<file path="config.mk">
export PLATFORM = sky130hd
export DESIGN_NAME = instr_encoder
export DESIGN_NICKNAME = d
export VERILOG_FILES = /design/src/rtl/instr_encoder.sv
export SDC_FILE = /design/constraint.sdc
export NUM_CORES = 1
export LEC_CHECK = 0
export BUFFER_PORTS_ARGS = -buffer_cell sky130_fd_sc_hd__buf_4
export CORE_MARGIN = 3
export CORE_UTILIZATION = 39
export DETAILED_ROUTE_END_ITERATION = 8
export GPL_ROUTABILITY_DRIVEN = 0
export GPL_TIMING_DRIVEN = 0
export MAX_ROUTING_LAYER = met4
export PLACE_DENSITY = 0.71
export SLEW_MARGIN = 20
export SYNTH_ARGS = -nofsm -noshare
export SYNTH_HDL_FRONTEND = slang
export SYNTH_SLANG_ARGS = --single-unit
export TNS_END_PERCENT = 5
</file>
<file path="constraint.sdc">
create_clock -name clk -period 2.7 [get_ports clk]
set_input_delay 0.27 -clock clk [delete_from_list [all_inputs] [get_ports clk]]
set_output_delay 0.27 -clock clk [all_outputs]
set_load 0.005 [all_outputs]
</file>
<file path="src/rtl/instr_encoder.sv">
// Packs decoded RV32I+F fields into instruction words behind a small FIFO.
// Optional ENC_STATS_EN adds saturating push / reject counters.
module instr_encoder #(
  parameter int FIFO_DEPTH = 2
) (
  input  logic        clk,
  input  logic        rst,
  input  logic        in_valid,
  output logic        in_ready,
  input  logic [6:0]  opcode,
  input  logic [2:0]  funct3,
  input  logic [6:0]  funct7,
  input  logic [5:0]  rs1_addr,
  input  logic [5:0]  rs2_addr,
  input  logic [5:0]  rd_addr,
  input  logic [31:0] imm,
  output logic        out_valid,
  input  logic        out_ready,
  output logic [31:0] out_instr,
`ifdef ENC_STATS_EN
  output logic [31:0] enc_count,
  output logic [15:0] err_count,
`endif
  output logic        err_valid,
  output logic [1:0]  err_code
);

  localparam int AW = $clog2(FIFO_DEPTH);
  localparam int CW = AW + 1;

  localparam logic [6:0] OP_R     = 7'b0110011;
  localparam logic [6:0] OP_FALU  = 7'b1010011;
  localparam logic [6:0] OP_I     = 7'b0010011;
  localparam logic [6:0] OP_LOAD  = 7'b0000011;
  localparam logic [6:0] OP_FLW   = 7'b0000111;
  localparam logic [6:0] OP_JALR  = 7'b1100111;
  localparam logic [6:0] OP_CSR   = 7'b1110011;
  localparam logic [6:0] OP_STORE = 7'b0100011;
  localparam logic [6:0] OP_FSW   = 7'b0100111;
  localparam logic [6:0] OP_BR    = 7'b1100011;
  localparam logic [6:0] OP_LUI   = 7'b0110111;
  localparam logic [6:0] OP_AUIPC = 7'b0010111;
  localparam logic [6:0] OP_JAL   = 7'b1101111;

  logic [31:0]   mem_q [FIFO_DEPTH];
  logic [31:0]   mem_d [FIFO_DEPTH];
  logic [AW-1:0] wr_ptr_q, wr_ptr_d;
  logic [AW-1:0] rd_ptr_q, rd_ptr_d;
  logic [CW-1:0] count_q, count_d;
  logic          err_valid_q, err_valid_d;
  logic [1:0]    err_code_q, err_code_d;

  logic [31:0] enc;
  logic [1:0]  err;
  logic        bad_op, bad_reg, bad_imm;
  logic        f1, f2, fd, shift;
  logic        sext12, sext13, sext21;
  logic        accept, push, pop;

  assign f1     = rs1_addr[5];
  assign f2     = rs2_addr[5];
  assign fd     = rd_addr[5];
  assign shift  = (funct3 == 3'b001) || (funct3 == 3'b101);
  assign sext12 = (&imm[31:11]) || ~(|imm[31:11]);
  assign sext13 = (&imm[31:12]) || ~(|imm[31:12]);
  assign sext21 = (&imm[31:20]) || ~(|imm[31:20]);

  always_comb begin
    enc     = '0;
    bad_op  = 1'b0;
    bad_reg = 1'b0;
    bad_imm = 1'b0;
    case (opcode)
      OP_R, OP_FALU: begin
        enc = {funct7, rs2_addr[4:0], rs1_addr[4:0],
               funct3, rd_addr[4:0], opcode};
        if (opcode == OP_FALU) bad_reg = !(f1 && f2 && fd);
        else                   bad_reg = f1 || f2 || fd;
      end
      OP_I, OP_LOAD, OP_FLW, OP_JALR, OP_CSR: begin
        enc = {imm[11:0], rs1_addr[4:0], funct3,
               rd_addr[4:0], opcode};
        if (opcode == OP_FLW) bad_reg = !fd || f1;
        else                  bad_reg = fd || f1;
        if (opcode == OP_CSR) bad_imm = |imm[31:12];
        else                  bad_imm = !sext12;
        // Shift amount lives in imm[4:0]; the top bits come from funct7
        if (opcode == OP_I && shift) begin
          enc[31:20] = {funct7, imm[4:0]};
          bad_imm    = |imm[31:5];
        end
      end
      OP_STORE, OP_FSW: begin
        enc = {imm[11:5], rs2_addr[4:0], rs1_addr[4:0],
               funct3, imm[4:0], opcode};
        if (opcode == OP_FSW) bad_reg = !f2 || f1;
        else                  bad_reg = f2 || f1;
        bad_imm = !sext12;
      end
      OP_BR: begin
        enc = {imm[12], imm[10:5], rs2_addr[4:0], rs1_addr[4:0],
               funct3, imm[4:1], imm[11], opcode};
        bad_reg = f1 || f2;
        bad_imm = imm[0] || !sext13;
      end
      OP_LUI, OP_AUIPC: begin
        enc     = {imm[31:12], rd_addr[4:0], opcode};
        bad_reg = fd;
        bad_imm = |imm[11:0];
      end
      OP_JAL: begin
        enc = {imm[20], imm[10:1], imm[11], imm[19:12],
               rd_addr[4:0], opcode};
        bad_reg = fd;
        bad_imm = imm[0] || !sext21;
      end
      default: bad_op = 1'b1;
    endcase
  end

  always_comb begin
    err = 2'd0;
    if (bad_op)       err = 2'd3;
    else if (bad_reg) err = 2'd1;
    else if (bad_imm) err = 2'd2;
  end

  assign in_ready  = (count_q != CW'(FIFO_DEPTH));
  assign out_valid = (count_q != '0);
  assign out_instr = out_valid ? mem_q[rd_ptr_q] : 32'h0;
  assign err_valid = err_valid_q;
  assign err_code  = err_code_q;

  assign accept = in_valid && in_ready;
  assign push   = accept && (err == 2'd0);
  assign pop    = out_valid && out_ready;

  always_comb begin
    mem_d       = mem_q;
    wr_ptr_d    = wr_ptr_q;
    rd_ptr_d    = rd_ptr_q;
    count_d     = count_q + CW'(push) - CW'(pop);
    err_valid_d = accept && (err != 2'd0);
    err_code_d  = accept ? err : 2'd0;
    if (push) begin
      mem_d[wr_ptr_q] = enc;
      wr_ptr_d        = wr_ptr_q + 1'b1;
    end
    if (pop) rd_ptr_d = rd_ptr_q + 1'b1;
  end

  always_ff @(posedge clk) begin
    if (rst) begin
      wr_ptr_q    <= '0;
      rd_ptr_q    <= '0;
      count_q     <= '0;
      err_valid_q <= 1'b0;
      err_code_q  <= 2'd0;
    end else begin
      wr_ptr_q    <= wr_ptr_d;
      rd_ptr_q    <= rd_ptr_d;
      count_q     <= count_d;
      err_valid_q <= err_valid_d;
      err_code_q  <= err_code_d;
    end
    mem_q <= mem_d;
  end

`ifdef ENC_STATS_EN
  logic [31:0] enc_count_q, enc_count_d;
  logic [15:0] err_count_q, err_count_d;

  always_comb begin
    enc_count_d = enc_count_q;
    err_count_d = err_count_q;
    if (push && !(&enc_count_q)) enc_count_d = enc_count_q + 1'b1;
    if (err_valid_d && !(&err_count_q)) err_count_d = err_count_q + 1'b1;
  end

  always_ff @(posedge clk) begin
    if (rst) begin
      enc_count_q <= '0;
      err_count_q <= '0;
    end else begin
      enc_count_q <= enc_count_d;
      err_count_q <= err_count_d;
    end
  end

  assign enc_count = enc_count_q;
  assign err_count = err_count_q;
`endif

endmodule
</file>
# Word-level counts from Yosys, hierarchy flattened
# Cells that the tools add are included.
word_totals:
  ff_bits: 71
  output_inout_bits: 37
classes:
  add_sub_neg: 4
  order_cmp: 3
  eq_ne: 16
  mux: 19
  bitwise: 6
  n_reduce_logical: 43
ops:
  columns: ["op", "n"]
  rows:
  - ["case mux 32 bit (6 select lines)", 1]
  - ["two-way mux 32 bit", 5]
  - ["bitwise mux 64 bit", 1]
  - ["== test 7 bit, second input constant", 5]
  - ["demux 32 bit (select 1 bit)", 1]
  - ["== test 7 x 6 -> 1 bit, second input constant", 4]
  - ["OR reduction 27 bit", 1]
  - ["OR reduction 12 bit", 2]
  - ["AND reduction 21 bit", 1]
  - ["OR reduction 21 bit", 1]
  - ["AND reduction 20 bit", 1]
  - ["OR reduction 20 bit", 1]
  - ["== test 7 x 5 -> 1 bit, second input constant", 2]
  - ["OR reduction 13 bit", 1]
  - ["two-way mux 12 bit", 1]
  - ["AND reduction 12 bit", 1]
  - ["logical OR 1 bit", 11]
  - ["case mux 1 bit (5 select lines)", 2]
  - ["logical AND 1 bit", 8]
  - ["OR reduction 2 bit", 4]
  - ["== test 7 x 2 -> 1 bit, second input constant", 1]
  - ["== test 7 x 3 -> 1 bit, second input constant", 1]
  - ["logical NOT 1 bit", 6]
  - ["two-way mux 2 bit", 3]
  - ["15 further kinds", 26]

# Longest topological paths before layout
# Gate-level depths: netlist (run 1).
depth:
  ltp_word: 14
  depth_mapped: 13

# Least setup slack after synthesis (run 1)
# Ideal clock, no wire load.
synth_timing:
  kind: "input port to flip-flop"
  startpoint: "in opcode[5]"
  endpoint: "reg mem_q[32] in the netlist's numbering (enable)"
  setup_time_ps: 392
  arrival_ps: 2493
  slack_ps: -186
  stages: 7
  n_path_buf: 1
  cell_sequence: "buf_2 > or4b_1 > o21a_1 > a22oi_2 > nand3_1 > nor3_1 > and3b_1"
synth_via:
  elab_chain_cells: 9
  elab_cells_between_ends: 32
  cone_classes: "eq/ne: 13; mux: 10; reduce/logical: 9"
synth_rtl:
  columns: ["element", "line_no", "source"]
  rows:
  - ["start, declared", "10", "input logic [6:0] opcode,"]
  - ["== test 7 bit / == test 7 x 5 -> 1 bit (equally long branches)", "73, 85, 88", null]
  - ["two-way mux 1 bit / logical AND 1 bit (equally long branches)", "85, 88", null]
  - ["two-way mux 1 bit", "88", "if (opcode == OP_I && shift) begin"]
  - ["case mux 1 bit (5 select lines)", "73", "case (opcode)"]
  - ["two-way mux 2 bit", "125", "else if (bad_imm) err = 2'd2;"]
  - ["two-way mux 2 bit", "124", "else if (bad_reg) err = 2'd1;"]
  - ["two-way mux 2 bit (*)", "123", "if (bad_op) err = 2'd3;"]
  - ["logical NOT 2 bit (*)", "135", "assign push = accept && (err == 2'd0);"]
  - ["logical AND 1 bit (*)", "135", null]
  - ["end signal, assigned", "166", "mem_q <= mem_d;"]
  - ["end, declared", "45", "logic [31:0] mem_q [FIFO_DEPTH];"]
# Every way passes the cells marked *; elsewhere a longest branch is shown, timed or not.
# A chain may end at the register's enable or synchronous reset.

# Worst setup path after layout (run 1)
layout_timing:
  startpoint: "in opcode[5]"
  endpoint: "reg count_q[1]"
layout_via:
  elab_chain_cells: 11
  elab_cells_between_ends: 34
  cone_classes: "add/sub: 2; eq/ne: 13; mux: 10; reduce/logical: 9"
layout_rtl:
  columns: ["element", "line_no", "source"]
  rows:
  - ["== test 7 bit / == test 7 x 5 -> 1 bit (equally long branches)", "73, 85, 88", null]
  - ["two-way mux 1 bit / logical AND 1 bit (equally long branches)", "85, 88", null]
  - ["two-way mux 1 bit", "88", null]
  - ["case mux 1 bit (5 select lines)", "73", null]
  - ["two-way mux 2 bit", "125", null]
  - ["two-way mux 2 bit", "124", null]
  - ["two-way mux 2 bit (*)", "123", null]
  - ["logical NOT 2 bit (*)", "135", null]
  - ["logical AND 1 bit (*)", "135", null]
  - ["adder 2 x 1 -> 2 bit (*)", "142", "count_d = count_q + CW'(push) - CW'(pop);"]
  - ["subtractor 2 x 1 -> 2 bit (*)", "142", null]
  - ["end signal, assigned", "162", "count_q <= count_d;"]
  - ["end, declared", "49", "logic [CW-1:0] count_q, count_d;"]
# Marks and branches as above.

==> results of run 1 <==
[layer usage]
| layer | up-vias | part of all wire | global-route usage |
|---|---|---|---|
| li1 | 1498 | - | - |
| met1 | 1506 | 0.42 | 0.241 |
| met5 | - | 0 | - |
| met2 | 113 | 0.50 | 0.311 |
| met3 | 12 | 0.065 | 0.0478 |
| met4 | 0 | 0.015 | 0.0674 |
[Yosys cell counts (5+ instances only)]
master / number
a22oi_1: 12
nor3_1: 11
a22o_1: 12
nand4_1: 7
nand2_1: 16
nand2b_1: 5
edfxtp_1: 64
dfxtp_1: 7
and3_1: 5
nand3_1: 5
nor2_1: 45
mux2i_1: 32
o21ai_0: 17
clkbuf_1: 9
nor4_1: 8
inv_1: 14
[power breakdown]
| part | switching [mW] | total, mW | internal [mW] |
|---|---|---|---|
| Combinational | 0.549 | 1.07 | 0.521 |
| Sequential | 0.0140 | 1.24 | 1.23 |
| Clock | 0.423 | 0.755 | 0.333 |
[cells by family after synthesis]
group,after synthesis
AOI/OAI and AO/OA,67
xor gates and xnor gates,3
adders and majority gates,2
buffers and inverters,29
DFF,71
muxes,33
and+or+nand+nor,125
[sequential cells by signal (all words and copies together), names as in the netlist]
signal / flops
rd_ptr_q: 1
count_q: 2
err_valid: 1
mem_q: 64
wr_ptr_q: 1
err_code: 2
[worst reg2reg max path: cells and delay by family, from the launching register on]
| kind | cells | cell delay, ns |
|---|---|---|
| flip-flops | 1 | 0.34 |
| buffers and inverters | 2 | 0.16 |
| AND/OR/NAND/NOR | 3 | 0.66 |
| adder cells (fa/ha/maj) | 2 | 0.43 |
| XOR/XNOR | 2 | 0.31 |
[worst paths after layout]
kind | to | depth (start not counted)
max | count_q[1] | 14
min reg2reg | count_q[1] | 2
max reg2reg | count_q[1] | 9
min | count_q[1] | 2
[layout make-up]
type | instances | area (um2)
inverter | 15 | 56.3
tap | 129 | 161
clock buffer | 9 | 124
fill | 849 | 4350
timing repair buffer | 107 | 816
buffer | 14 | 65.1
clock inverter | 7 | 48.8
multi-input combinational | 230 | 1600
sequential | 71 | 2060
[through the flow]
step	setup TNS [ns]	power, mW	hold WS (ns)
floorplan	-5.89	1.80	0.342
global placement	-48.57	2.33	0.499
detailed placement	-25.07	2.33	0.508
CTS	0	3.08	0.134
global route	0	3.22	0.140
finish	0	3.06	0.144
[repair_timing]
action                                  4_1_cts  5_1_grt
resized for setup                             2        8
pin swaps                                     0        4
endpoints found under the setup margin       33       33
buffers inserted                              0        0
==> summary.txt, run 1 <==
Critical path
  • Slowest CP cell: a221oi_4
  • Worst path max stage delay: 0.42 ns
  • CP bufs+invs: 4
  • Cell family with most CP delay: compound AO/OA/AOI/OAI gates
  • Critical path type: primary input to flip-flop
  • CP Capture Type: flip-flop
  • Critical-path maximum fanout: 10
  • Crit path arrival time: 2.76 ns
  • Setup crit start: opcode[5]
  • Crit-path cells: buf_4 -> buf_2 -> or2_1 -> a221oi_4 -> inv_1 -> a211oi_2 -> nor3_2 -> nand2_1 -> ha_1 -> inv_1 -> ha_1 -> xor2_1 -> xnor2_1 -> nor2_1
  • Critical Path RT: 2.95 ns
  • Worst r2r src: count_q[1]
  • Register-to-register setup slack: 0.70 ns
  • Setup crit start kind: primary input

Global route
  • Largest net degree at the start of global routing: 33
  • First-pass GRT wire length: 16200 um
  • GR Util All Layers: 0.194
  • Vias in the first global route: 3201
  • Global route overflow: 0
  • Initial antenna violation count: 0

Layout
  • Final instance area: 0.00493 mm2
  • Net count, final: 521
  • Antenna diode count: 0
  • Non-filler cells, final: 582
  • Most frequent cells in the layout: buf_4 (108), edfxtp_1 (64), nor2_1 (45)
  • Commonest non-fill, non-tap cell in the layout: buf_4
  • P&R area growth vs syn: 31.9%
  • Layout cells sized above 1: 0.329
  • Layout Utilization: 0.532

Detailed routing
  • Remaining antenna violation count: 0
  • Wire per inst: 17.4 um
  • Drt drc: 0
  • Vias: 3129
  • 1st-iter DRT viols: 185
  • DRT Pass-1 Iters: 5
  • Final wirelength: 10100 um
  • Via-to-Cell Ratio: 5.38

Timing
  • Setup-failing EPs final: 0
  • Setup WS post-layout: 0.185 ns
  • Worst Tran Pin Value: 0.809 ns
  • Hold Fails Final Rpt: 0
  • RSZ-0062 raised after global routing: false
  • Skew final: 0.0103 ns
  • Final period util: 0.931
  • Slew headroom: 0.461
  • Shortest period the worst path allows: 2.51 ns
  • FMAX: 398 MHz
  • Fin. max-slew vios: 0

Die
  • Ports: 108
  • Die X: 104 um
  • Num rows: 35
  • Die ar.: 0.0108 mm2
  • Starting Density: 0.403
  • Core area: 0.00928 mm2
  • Die Span Y: 104 um

Logic synthesis
  • YS warnings: 0
  • Post-Synth XOR/XNOR Area: 0.00702
  • Syn_area_per_cell: 11.3 um2
  • Number of synthesized register bits: 71
  • Synth top area cells: edfxtp_1 (51%), mux2i_1 (8.6%), nor2_1 (4.5%)
  • Post-synthesis mux area share: 0.0886
  • Synth Area in Adders: 0.00669
  • Top_reg_cell synth: edfxtp_1
  • Synthesized area: 0.00374 mm2
  • Ys async rst share: 0
  • Post-synth top area cell: edfxtp_1
  • Number of synthesized flops with an enable pin: 64
  • Net count after synthesis: 403
  • Distinct cells, synth: 56
  • Simple-gate share of the synthesized area: 0.170
  • Synth Area in Compound Gates: 0.144
  • Post-synthesis cell count: 330
  • Yosys top cell area share: 0.514
  • Largest family of logic cells by synthesized area: simple AND/OR/NAND/NOR gates
  • Seq/Total Area, Yosys: 0.551

Clock network
  • Total CTS buffers: 9
  • Worst skew pair latency: 0.35 ns
  • Bufs on Longest Clock Path: 2
  • H-tree Lvls: 3
  • CTS clk-pin slew, worst paths: 0.08 ns
  • TritonCTS clock tree: yes
  • CTS root buffer: clkbuf_8
  • Cts hold-fix bufs: 0
  • CTS sink count: 71

Placement
  • Hpwl dp: 7660 um
  • Placed Cells: 566
  • Placed cell areas: 0.00472 mm2
  • Port-buffer cells: 106
  • Placement Setup Slack: -0.541 ns

Power
  • Static Leakage: 1.88 nW
  • Peak VDD IR: 0.505 mV
  • Pwr/cell area: 621 mW/mm2

Outcome
  • Status: complete, no violations

Hold path
  • Min-delay src: rst
  • Worst Hold Class: primary input to flip-flop

Flow run
  • Maxcap violations: 0
Power figures use the tool's default switching activity.
==> run 2: changes to the inputs <==
ABC_AREA = 1   (was unset)
==> run 2 against run 1 <==
Synthesized area rose by 2.6%. Core utilization rose by 0.24 points. Combinational power rose by 22%. Sequential share of layout area fell by 0.77 points. Global-route usage rose by 0.28 points. Count of clock-buffer cells in the layout did not move. Routed wire length rose by 4.7%. Total power rose by 9.7%. Register-to-register slack improved by 0.05 ns. Sequential power barely moved. Die area rose by 2.5%. Via count rose by 14%. Critical endpoint unchanged. Largest power group is now combinational logic.
==> summary.txt, run 2 <==
Layout
  • Net count, final: 654 (+26%)
  • Reg with most FFs: mem_q
  • Most frequent cells in the layout: nand2_1 (143), buf_4 (107), edfxtp_1 (64)
  • Layout cells sized above 1: 0.256 (-0.0729)
  • P&R area growth vs syn: 30.9%
  • Layout Utilization: 0.534 (+0.00242)
  • Fill cell count: 889 (+4.7%)
  • Largest register FFs: 64 (unchanged)
  • Antenna diode count: 0 (unchanged)
  • Final instance area: 0.00503 mm2 (+1.9%)
  • Commonest non-fill, non-tap cell in the layout: nand2_1

Critical path
  • Register-to-register setup slack: 0.75 ns (+0.05 ns)
  • R2R Path End: count_q[1]
  • R2R cell count: 10 (+1)
  • Crit path arrival time: 2.63 ns (-0.13 ns)
  • Critical path type: primary input to flip-flop
  • Critical Path RT: 2.92 ns (-0.03 ns)
  • Setup crit start kind: primary input
  • Worst r2r src: count_q[0]
  • CP Capture Type: flip-flop
  • Critical-path maximum fanout: 7 (-3)

Detailed routing
  • Vias: 3573 (+14%)
  • DRT Pass-1 Iters: 4 (-1)
  • Remaining antenna violation count: 0 (unchanged)
  • Via-to-Cell Ratio: 5.00 (-7.1%)
  • 1st-iter DRT viols: 302 (+63%)
  • Drt drc: 0 (unchanged)
  • Wire per inst: 14.9 um (-15%)
  • Final wirelength: 10600 um (+4.7%)

Power
  • Reg power frac: 0.374 (-0.031)
  • Static Leakage: 2.24 nW (+19%)
  • Comb pwr share: 0.389 (+0.040)
  • Clock power frac: 0.237 (-0.009)
  • Pint: 2.23 mW (+7.3%)
  • Sw Pwr: 1.13 mW (+15%)
  • Net Sw Frac: 0.337 (+0.0153)
  • Peak VDD IR: 0.307 mV (-39%)
  • Pwr/cell area: 669 mW/mm2 (+7.7%)

Global route
  • Initial antenna violation count: 0 (unchanged)
  • Largest net degree at the start of global routing: 33 (unchanged)
  • Vias in the first global route: 3427 (+7.1%)
  • First-pass GRT wire length: 16700 um (+2.9%)
  • GR Util All Layers: 0.197 (+0.00278)
  • Global route overflow: 0 (unchanged)

Die
  • Die ar.: 0.0111 mm2 (+2.5%)
  • Num rows: 35 (unchanged)
  • Core area: 0.00942 mm2 (+1.4%)
  • Starting Density: 0.408 (+0.00488)
  • Die Span Y: 105 um (+1.2%)
  • Die X: 105 um (+1.2%)
  • Ports: 108 (unchanged)

Logic synthesis
  • YS warnings: 0 (unchanged)
  • Distinct cells, synth: 31 (-45%)
  • Net count after synthesis: 535 (+33%)
  • Synth top area cells: edfxtp_1 (50%), nand2_1 (14%), a21oi_1 (5.1%)
  • Yosys top cell area share: 0.500 (-0.0132)
  • Number of synthesized flops with an enable pin: 64 (unchanged)
  • Seq/Total Area, Yosys: 0.537 (-0.0142)
  • Top cells by count, synth: nand2_1 (143), edfxtp_1 (64), inv_1 (52)
  • Post-synth top area cell: edfxtp_1
  • Syn_area_per_cell: 8.31 um2 (-27%)
  • Number of synthesized register bits: 71 (unchanged)
  • Top_reg_cell synth: edfxtp_1
  • Synthesized area: 0.00384 mm2 (+2.6%)
  • Cell with the most instances after synthesis: nand2_1
  • Ys async rst share: 0 (unchanged)
  • Post-synthesis cell count: 462 (+40%)

Timing
  • RSZ-0062 raised after global routing: false
  • Fin. max-slew vios: 0 (unchanged)
  • Skew final: 0.00895 ns (-0.00140 ns)
  • FMAX: 415 MHz (+4.4%)
  • Final period util: 0.892 (-0.0391)
  • Slew headroom: 0.531 (+0.0700)
  • Setup-failing EPs final: 0 (unchanged)
  • Hold Fails Final Rpt: 0 (unchanged)
  • Setup_tns: 0 ns (unchanged)
  • Worst Tran Pin Value: 0.703 ns (-0.106 ns)
  • Shortest period the worst path allows: 2.41 ns (-0.106 ns)

Clock network
  • TritonCTS clock tree: yes
  • Cts hold-fix bufs: 0 (unchanged)
  • Total CTS buffers: 9 (unchanged)
  • Worst skew pair latency: 0.34 ns (about the same)
  • H-tree Lvls: 3 (unchanged)
  • CTS root buffer: clkbuf_8
  • CTS sink count: 71 (unchanged)
  • CTS clk-pin slew, worst paths: 0.07 ns (about the same)
  • Resized Gates After CTS: 0 (-2)
  • Post-CTS setup buffer count: 0 (unchanged)
  • Bufs on Longest Clock Path: 2 (unchanged)

Hold path
  • Min-delay src: rst
  • Worst Hold Class: primary input to flip-flop
  • Hold path depth: 2 (unchanged)
  • Worst Hold Path EP: count_q[0]

Placement
  • Port-buffer cells: 107 (+0.94%)
  • Hpwl dp: 8200 um (+7.0%)
  • Placed cell areas: 0.00484 mm2 (+2.5%)

Flow run
  • Maxcap violations: 0 (unchanged)

Outcome
  • Status: complete, no violations
## run 2: cell types whose count changed in the layout (fill, tap and decap cells not counted), sizes merged, moves of 6 or more
| cell | change |
|---|---|
| a21oi | +35 |
| a22o | -8 |
| a22oi | -13 |
| inv | +43 |
| mux2i | -32 |
| nand2 | +133 |
| nand3 | +25 |
| nor2 | +6 |
| nor4 | -8 |
| o22ai | +6 |
## run 2: layout make-up
class                      count  area, um2  share of cell area
sequential                    71       2060               0.410
multi-input combinational    321       1520               0.303
timing repair buffer         108        831               0.165
inverter                      60        225              0.0448
tap                          129        161              0.0321
clock buffer                   9        124              0.0246
clock inverter                 7       63.8              0.0127
buffer                        10       37.5             0.00747
## run 2: power groups by stage
| stage | logic (mW) | registers (mW) | clock network, mW |
|---|---|---|---|
| floorplan | 0.597 | 1.28 | 0 |
| global placement | 1.29 | 1.28 | 0 |
| detailed placement | 1.32 | 1.28 | 0 |
| CTS | 1.32 | 1.26 | 0.808 |
| global route | 1.46 | 1.26 | 0.867 |
| finish | 1.31 | 1.26 | 0.797 |
## run 2: per-stage QoR
stage                     worst slack, ns  hold WS [ns]  instances  total power, mW
final                               0.291         0.110        715             3.36
after global placement             -0.723         0.450        698             2.57
after CTS                           0.314        0.0938        715             3.39
after global routing                0.134        0.0950        715             3.59
after detailed placement          -0.0355         0.454        699             2.60
after floorplan                     0.111         0.341        462             1.88
## run 2: worst max-delay path by stage
| stage | slack, ns | startpoint | end | cells past startpoint |
|---|---|---|---|---|
| final | 0.29 | opcode[1] | count_q[1] | 18 |
| after global routing | 0.13 | opcode[1] | count_q[1] | 18 |
| after global placement | -0.72 | opcode[1] | mem_q[46] | 13 |
| after floorplan | 0.11 | opcode[1] | mem_q[32] | 12 |
| after detailed placement | -0.04 | opcode[2] | count_q[1] | 18 |
| after CTS | 0.31 | opcode[1] | count_q[1] | 18 |
## run 2: cell families after synthesis
family,Yosys count,share of synthesized area
xor+xnor,1,0.00228
simple gates,243,0.275
compound gates,75,0.111
fa+ha+maj,2,0.00652
flops,71,0.537
buf+inv,70,0.0684
## run 2: critical path, stage by stage
cell     delay [ns]
buf_4          0.08
nand2_2        0.08
nor2_2         0.17
nand4_2        0.29
nand2_4        0.23
inv_2          0.08
nor2_1         0.09
nor2_1         0.05
nand3_2        0.13
inv_2          0.05
nand2_2        0.12
nand3_2        0.12
ha_1           0.30
inv_1          0.04
ha_1           0.18
xnor2_1        0.13
o21ai_0        0.15
a21oi_1        0.05
## run 2: metal layers
metal | track usage | part of all wire | vias up
met2 | 0.308 | 0.48 | 145
met1 | 0.254 | 0.42 | 1628
met3 | 0.0331 | 0.070 | 18
li1 | - | - | 1782
met5 | - | 0 | -
met4 | 0.0834 | 0.026 | 0
==> run 3: changes to the inputs <==
==> constraint.sdc (replaced) <==
create_clock -name clk -period 2.7 [get_ports clk]
set_input_delay 0.54 -clock clk [delete_from_list [all_inputs] [get_ports clk]]
set_output_delay 0.54 -clock clk [all_outputs]
set_load 0.005 [all_outputs]
==> run 3 against run 2 <==
Die area did not move. Register-to-register slack got worse by 0.03 ns. Sequential share of layout area fell by 0.30 points. Design area rose by 0.75%. Clock skew rose by 0.00095 ns. Clock power fell by 5.4%. Critical path type unchanged. Critical endpoint unchanged.
==> summary.txt, run 3 (synthesis gave the netlist of run 2 again) <==
Clock network
  • Bufs on Longest Clock Path: 2 (unchanged)
  • CTS sink count: 71 (unchanged)
  • CTS clk-pin slew, worst paths: 0.08 ns (about the same)
  • TritonCTS clock tree: yes
  • Worst skew pair latency: 0.34 ns (about the same)
  • Cts hold-fix bufs: 0 (unchanged)
  • H-tree Lvls: 3 (unchanged)
  • Total CTS buffers: 9 (unchanged)
  • CTS root buffer: clkbuf_8

Die
  • Die X: 105 um (unchanged)
  • Die ar.: 0.0111 mm2 (unchanged)
  • Starting Density: 0.408 (unchanged)
  • Ports: 108 (unchanged)
  • Core area: 0.00942 mm2 (unchanged)
  • Die Span Y: 105 um (unchanged)
  • Num rows: 35 (unchanged)

Placement
  • Hpwl dp: 8070 um (-1.6%)
  • Port-buffer cells: 107 (unchanged)
  • Placement Setup Slack: -0.520 ns (-0.484 ns)

Global route
  • Largest net degree at the start of global routing: 33 (unchanged)
  • Initial antenna violation count: 0 (unchanged)
  • Vias in the first global route: 3382 (-1.3%)
  • GR Util All Layers: 0.197 (-0.000320)
  • Global route overflow: 0 (unchanged)
  • First-pass GRT wire length: 16800 um (+0.50%)

Critical path
  • CP bufs+invs: 3 (-1)
  • Crit path arrival time: 2.82 ns (+0.19 ns)
  • Worst path max stage delay: 0.30 ns (about the same)
  • CP Capture Type: flip-flop
  • Critical-path maximum fanout: 5 (-2)
  • Critical path type: primary input to flip-flop
  • Slowest CP cell: ha_1
  • CP dominant cell by count: nand2_1
  • Setup crit start kind: primary input
  • Crit-path cells: buf_4 -> inv_2 -> nand2_2 -> nor2_4 -> nand2_1 -> nor2_2 -> nand2_1 -> nor2_1 -> nor2_1 -> nand2_1 -> nand3_1 -> nand2_2 -> nand3_4 -> ha_1 -> inv_1 -> ha_1 -> xnor2_1 -> o21ai_0 -> a21oi_1
  • Setup crit start: opcode[2]
  • Critical Path RT: 2.93 ns (about the same)
  • Worst r2r src: count_q[0]
  • Cell family with most CP delay: simple AND/OR/NAND/NOR gates

Outcome
  • Status: complete, no violations

Timing
  • RSZ-0062 raised after global routing: true
  • Worst Tran Pin Value: 0.637 ns (-0.0659 ns)
  • FMAX: 387 MHz (-6.7%)
  • Setup_tns: 0 ns (unchanged)
  • Slew headroom: 0.572 (+0.0413)
  • Setup WS post-layout: 0.116 ns (-0.174 ns)
  • Skew final: 0.00990 ns (+0.000953 ns)
  • Setup-failing EPs final: 0 (unchanged)
  • Shortest period the worst path allows: 2.58 ns (+0.174 ns)
  • Final period util: 0.957 (+0.0646)
  • Fin. max-slew vios: 0 (unchanged)
  • Hold Fails Final Rpt: 0 (unchanged)

Hold path
  • Min-delay src: rst
  • Worst Hold Class: primary input to flip-flop

Detailed routing
  • 1st-iter DRT viols: 269 (-11%)
  • Wire per inst: 15.2 um (+2.1%)
  • DRT Pass-1 Iters: 5 (+1)
  • Remaining antenna violation count: 0 (unchanged)
  • Final wirelength: 10900 um (+2.5%)
  • Vias: 3628 (+1.5%)
  • Drt drc: 0 (unchanged)
  • Via-to-Cell Ratio: 5.05 (+1.1%)

Layout
  • Net count, final: 657 (+0.46%)
  • Commonest non-fill, non-tap cell in the layout: nand2_1
  • Most frequent cells in the layout: nand2_1 (142), buf_4 (110), edfxtp_1 (64)
  • Antenna diode count: 0 (unchanged)
  • Largest register FFs: 64 (unchanged)
  • Layout cells sized above 1: 0.267 (+0.0106)
  • P&R area growth vs syn: 31.9%
  • Reg with most FFs: mem_q
  • Layout Utilization: 0.538 (+0.00399)

Power
  • Static Leakage: 2.25 nW (+0.41%)
  • Pwr/cell area: 655 mW/mm2 (-2.2%)
  • Peak VDD IR: 0.327 mV (+6.5%)
  • Pwr Total: 3.32 mW (-1.4%)

Flow run
  • Maxcap violations: 0 (unchanged)
[run 3: layer usage]
layer  vias up  GRT usage  part of all wire
li1       1785          -                 -
met4         0     0.0703             0.025
met2       159      0.321              0.49
met3        19     0.0318             0.080
met5         -          -                 0
met1      1665      0.248              0.40
[run 3: per-stage QoR]
step | area, um2 | cells | hold WS, ns
final | 5060 | 718 | 0.368
after detailed placement | 4810 | 698 | 0.479
after CTS | 5000 | 714 | 0.363
after global placement | 4810 | 698 | 0.463
after global routing | 5060 | 718 | 0.374
after floorplan | 3850 | 462 | 0.451
[run 3: final cells by class]
type / instances / area (um2)
inverters: 60 / 228
clock inverters: 3 / 16.3
clock buffers: 13 / 159
well taps: 129 / 161
fillers: 865 / 4350
multi-input cells: 322 / 1580
plain buffers: 10 / 37.5
repair buffers: 110 / 826
flip-flops and latches: 71 / 2060
[run 3: where the power goes]
part	leakage, nW	internal [mW]	switching, mW	total, mW
Combinational	1.53	0.570	0.733	1.30
Sequential	0.628	1.24	0.0173	1.26
Clock	0.0937	0.382	0.372	0.754
[run 3: what timing repair did]
action / in CTS / in global routing
gates cloned: 0 / 1
buffers inserted: 0 / 3
pin swaps: 1 / 1
gates resized for setup: 2 / 9
endpoints found under the setup margin: 32 / 65
[run 3: final timing paths]
kind	endpoint	slack (ns)	cells after the start
setup / recovery	count_q[1]	0.12	19
hold reg to reg	count_q[1]	0.49	2
hold / removal	count_q[0]	0.37	2
setup reg to reg	count_q[1]	0.72	10
[run 3: worst register-to-register path, cell delays in order (launching register included)]
cell and delay [ns]:
dfxtp_1 0.32, nor2_1 0.41, inv_1 0.12, nand2_1 0.13, inv_1 0.06, ha_1 0.27
inv_1 0.04, ha_1 0.18, xnor2_1 0.13, o21ai_0 0.15, a21oi_1 0.06
